File: config.mk
export PLATFORM = sky130hd
export DESIGN_NAME = reg_file_n
export DESIGN_NICKNAME = d
export VERILOG_FILES = /design/src/rtl/reg_file_pkg.sv /design/src/rtl/reg_n.sv /design/src/rtl/reg_file_n.sv
export SDC_FILE = /design/constraint.sdc
export NUM_CORES = 1
export LEC_CHECK = 0
export BUFFER_PORTS_ARGS = -buffer_cell sky130_fd_sc_hd__buf_2
export CORE_ASPECT_RATIO = 1.5
export CORE_MARGIN = 4
export CORE_UTILIZATION = 40
export DETAILED_ROUTE_END_ITERATION = 16
export GPL_TIMING_DRIVEN = 0
export PLACE_DENSITY = 0.67
export SLEW_MARGIN = 20
export SYNTH_ARGS = -nofsm -noshare
export SYNTH_HDL_FRONTEND = slang
export SYNTH_HIERARCHICAL = 1
export SYNTH_SLANG_ARGS = --single-unit
File: constraint.sdc
create_clock -name clk -period 1.7 [get_ports clk]
set_input_delay 0.17 -clock clk [delete_from_list [all_inputs] [get_ports clk]]
set_output_delay 0.17 -clock clk [all_outputs]
set_load 0.005 [all_outputs]
File: src/rtl/reg_file_pkg.sv
// Shared constants and helpers for the parametrised register file.
package reg_file_pkg;

  localparam logic [2:0] NZP_N = 3'b100;
  localparam logic [2:0] NZP_Z = 3'b010;
  localparam logic [2:0] NZP_P = 3'b001;

  // Condition code from the word's sign bit and an all-zero flag; the caller
  // supplies both so this works for any word width.
  function automatic logic [2:0] nzp_of(input logic msb, input logic is_zero);
    logic [2:0] code;
    code = NZP_P;
    if (msb) begin
      code = NZP_N;
    end else if (is_zero) begin
      code = NZP_Z;
    end
    return code;
  endfunction

endpackage

File: src/rtl/reg_n.sv
// Single WIDTH-bit register with async reset, sync clear and load enable.
module reg_n #(
  parameter int unsigned     WIDTH     = 16,
  parameter logic [WIDTH-1:0] RESET_VAL = '0
) (
  input  logic             clk,
  input  logic             reset,
  input  logic             clear,
  input  logic             load,
  input  logic [WIDTH-1:0] d,
  output logic [WIDTH-1:0] q
);

  // Reset beats clear, clear beats load.
  always_ff @(posedge clk or posedge reset) begin
    if (reset) begin
      q <= RESET_VAL;
    end else if (clear) begin
      q <= RESET_VAL;
    end else if (load) begin
      q <= d;
    end
  end

endmodule

File: src/rtl/reg_file_n.sv
// DEPTH x WIDTH register file: two combinational read ports with write-through
// bypass, one synchronous write port, and a registered NZP condition code.
module reg_file_n
  import reg_file_pkg::*;
#(
  parameter  int unsigned WIDTH = 16,
  parameter  int unsigned DEPTH = 8,
  localparam int unsigned AW    = $clog2(DEPTH)
) (
  input  logic             clk,
  input  logic             reset,
  input  logic             clear,
  input  logic             ld_reg,
  input  logic [AW-1:0]    dr,
  input  logic [WIDTH-1:0] din,
  input  logic             ld_cc,
  input  logic [AW-1:0]    sr1,
  input  logic [AW-1:0]    sr2,
  output logic [WIDTH-1:0] sr1_out,
  output logic [WIDTH-1:0] sr2_out,
  output logic [2:0]       nzp
);

  logic [WIDTH-1:0] regs [DEPTH];
  logic [2:0]       nzp_next;

  // Storage array; each word loads only when it is the decoded destination.
  for (genvar i = 0; i < DEPTH; i++) begin : g_word
    reg_n #(
      .WIDTH     (WIDTH),
      .RESET_VAL ('0)
    ) u_word (
      .clk   (clk),
      .reset (reset),
      .clear (clear),
      .load  (ld_reg && (dr == AW'(i))),
      .d     (din),
      .q     (regs[i])
    );
  end

  assign nzp_next = nzp_of(din[WIDTH-1], din == '0);

  // Condition-code register, resets to Z so exactly one bit is always set.
  reg_n #(
    .WIDTH     (3),
    .RESET_VAL (NZP_Z)
  ) u_nzp (
    .clk   (clk),
    .reset (reset),
    .clear (clear),
    .load  (ld_cc),
    .d     (nzp_next),
    .q     (nzp)
  );

  // Read muxes with same-cycle forwarding of the pending write.
  always_comb begin
    sr1_out = regs[sr1];
    sr2_out = regs[sr2];
    if (ld_reg && (dr == sr1)) begin
      sr1_out = din;
    end
    if (ld_reg && (dr == sr2)) begin
      sr2_out = din;
    end
  end

endmodule

==> flow_summary.ini <==
[detailed_routing]
route.detailed.drc = 0
wl_per_cell_um = 25.61
via_per_inst = 5.865
num_vias = 5742
wl_um = 25070
ant_nets = 0
dr.pass1.iters = 5
drt_iter0_drc = 572

[clock_network]
cts_tree = done
clk_latency_ns = 0.41
path_clk_slew_ns = 0.05
cts_buffers = 17
root_buffer = clkbuf_16
htreeDepth = 4
clock_path_buffers = 2
cts.sinks = 131

[floorplanning]
core_area_mm2 = 0.01994
rows = 63
dieArea_mm2 = 0.02288
initial_core_util_pct = 41.08
die_h_um = 183.3
die_w_um = 124.9
ios = 65

[run]
maxCapViolCount = 0

[synthesis]
synthArstFlopShare_pct = 100.0
synth_edf_count = 0
yosysUniqueCellTypes = 24
syn_avg_cell_area_um2 = 13.37
ys_ff_latch = 131
ys.flop_type = dfrtp_1
synth_area_mm2 = 0.008193
ys_seq_area_share_pct = 40.03
syn-instance-count = 613
yosys_warnings = 6
syn_nets = 643

[min_path]
hold-path-endpoint = u_nzp/q[1]$_DFFE_PP1P_
hold_path_class = in2reg
hold_start = ld_cc
whs_path_depth = 2

[critical_path]
cp_data_required_time_ns = 1.53
crit_top_cell = mux2_4
cp_slowest_stage_delay_ns = 0.53
cp.arrival_ns = 2.05
cp_slowest_cell = mux4_2
cp_max_fo = 3
timing.rr.end = g_word[3].u_word/q[2]$_DFFE_PP0P_
crit_path_cell_trace = mux4_2 > mux2_4 > mux2_4 > buf_6
start_kind = flop
reg2reg_from = g_word[3].u_word/q[2]$_DFFE_PP0P_
end_kind = output pin
worstSetupPathType = reg2out
worstRegToRegCells = 4
rrSetupSlack_ns = 0.73

[sta]
drv_slew = 0
skew_ns = 0
period_share_pct = 130.3
period_minus_slack_ns = 2.216
slew_headroom_pct = 43.52
setup-violations-final = 32
fmax_mhz = 451.3
rsz0062_at_grt = yes
worst_pin_slew_ns = 0.8473
worst_slack_ns = -0.5156
hold_violations = 0

[grt]
grt_pass1_wl_um = 37990
antenna_found_initial = 0
grt-ovfl-total = 0
grt_max_degree = 17
grt_pass1_vias = 6112
grt_use_total_pct = 22.25

[power_and_ir_drop]
irDropWorstVdd_v = 0.0006082
power_density_mw_per_mm2 = 822.4
p_leak_nw = 4.352

[finish]
final_util_pct = 48.87
syn2layout_area_growth_pct = 18.95
fin_area_mm2 = 0.009746
fill_cells = 1716
stdcell_count = 979
multiInputGateArea_mm2 = 0.004390
num_antenna_cells = 0
regArea_mm2 = 0.003279
nets = 739
drive_gt1_share_pct = 37.00

[run_status]
failed_checks = negative setup slack
outcome = finished, violations left

[place]
dp_hpwl_um = 17120
place_congestion = 0.8632
dp_cells = 929
port_buffers = 56
post_dp_cell_area_mm2 = 0.008800
[cell usage in the layout, fill, tap and decap left out, types with 3 or more instances in the layout]
cell type / instances
mux2_2: 4
nand2b_1: 3
bufinv_16: 3
dfrtp_1: 130
nor2_1: 137
mux4_1: 10
clkbuf_16: 17
clkbuf_1: 6
mux4_2: 54
xnor2_1: 6
clkbuf_8: 4
buf_4: 21
buf_1: 8
clkbuf_2: 5
mux2_4: 60
buf_12: 8
nor4_1: 4
mux2i_1: 130
clkbuf_4: 3
buf_6: 46
buf_2: 38
inv_1: 9
[layer usage]
layer / global-route usage (%) / part of all wire (%) / up-vias
met1: 27.47 / 39 / 2966
met2: 37.56 / 50 / 305
met3: 5.507 / 6.9 / 62
met4: 9.201 / 3.9 / 0
li1: - / - / 2409
met5: 0 / 0 / -
[worst max-delay path by stage]
| stage | slack, ns | from | depth (start not counted) | to |
|---|---|---|---|---|
| 2_1_floorplan | 0.02 | sr2[1] | 5 | sr2_out[11] |
| 3_3_place_gp | -0.81 | sr1[1] | 6 | sr1_out[4] |
| 3_5_place_dp | -0.80 | sr1[1] | 6 | sr1_out[4] |
| 4_1_cts | -0.51 | g_word[3].u_word/q[4]$_DFFE_PP0P_ | 4 | sr2_out[4] |
| 5_1_grt | -0.54 | g_word[3].u_word/q[4]$_DFFE_PP0P_ | 4 | sr2_out[4] |
| 6_report | -0.52 | g_word[3].u_word/q[4]$_DFFE_PP0P_ | 4 | sr2_out[4] |
[cell type report]
| cell class | instances | area share, % |
|---|---|---|
| Inverter | 9 | 0.3466 |
| Timing Repair Buffer | 77 | 6.381 |
| Sequential cell | 131 | 33.65 |
| Tap cell | 260 | 3.338 |
| Clock inverter | 5 | 1.027 |
| Buffer | 56 | 5.161 |
| Multi-Input combinational cell | 417 | 45.05 |
| Clock buffer | 24 | 5.046 |
[sequential cells by signal, summed over array words and instances (netlist names)]
signal           cells
u_nzp/q              3
g_word.u_word/q    128
[report_power, final]
part           switching (W)  internal (W)
combinational       0.000600      0.000487
clock                0.00125       0.00243
sequential         0.0000555       0.00319
[cells by family (layout without fill, tap and decap cells)]
group                  after synthesis  count (layout)  share of synthesized area, %
buffers and inverters               65             171                         6.338
AO/OA/AOI/OAI                        1               1                        0.1069
XOR/XNOR                             6               6                        0.6414
flip-flops                         131             131                         40.03
multiplexers                       258             258                         45.53
AND/OR/NAND/NOR                    152             152                         7.361
[Yosys cell counts, types with 8 or more instances]
cell        n  area share [%]
mux2_4     11             2.0
buf_1       8            0.37
mux2_2     53             7.3
clkbuf_1   11            0.50
inv_1       9            0.41
buf_2      11            0.67
mux4_1     60              19
buf_6      17             2.3
mux2i_1   130              16
dfrtp_1   130              40
nor2_1    137             6.3
buf_12      8             2.0
[worst max-delay path, delay by kind of cell, from the launching register on]
kind	cells	cell delay, ns
DFF	1	0.39
muxes	3	1.11
buffers and inverters	1	0.12
[metrics by stage]
| stage | hold slack (ns) | total power [W] | setup slack (ns) | TNS, ns |
|---|---|---|---|---|
| after floorplan | -0.07708 | 0.003867 | 0.01984 | 0 |
| after global placement | 0.1346 | 0.004209 | -0.8058 | -23.04 |
| after detailed placement | 0.1465 | 0.004233 | -0.8049 | -23.15 |
| after CTS | 0.04640 | 0.008016 | -0.5110 | -15.33 |
| after global routing | 0.05864 | 0.008282 | -0.5419 | -16.27 |
| final | 0.05948 | 0.008015 | -0.5156 | -15.11 |
[repair_timing]
item | CTS | global route
endpoints found under the hold margin | 7 | 0
setup endpoints to repair | 32 | 32
gates resized for setup | 113 | 25
setup buffers | 6 | 14
pin swaps | 0 | 2
hold buffers | 1 | 0
No activity file was read; power rests on OpenSTA's default activity.
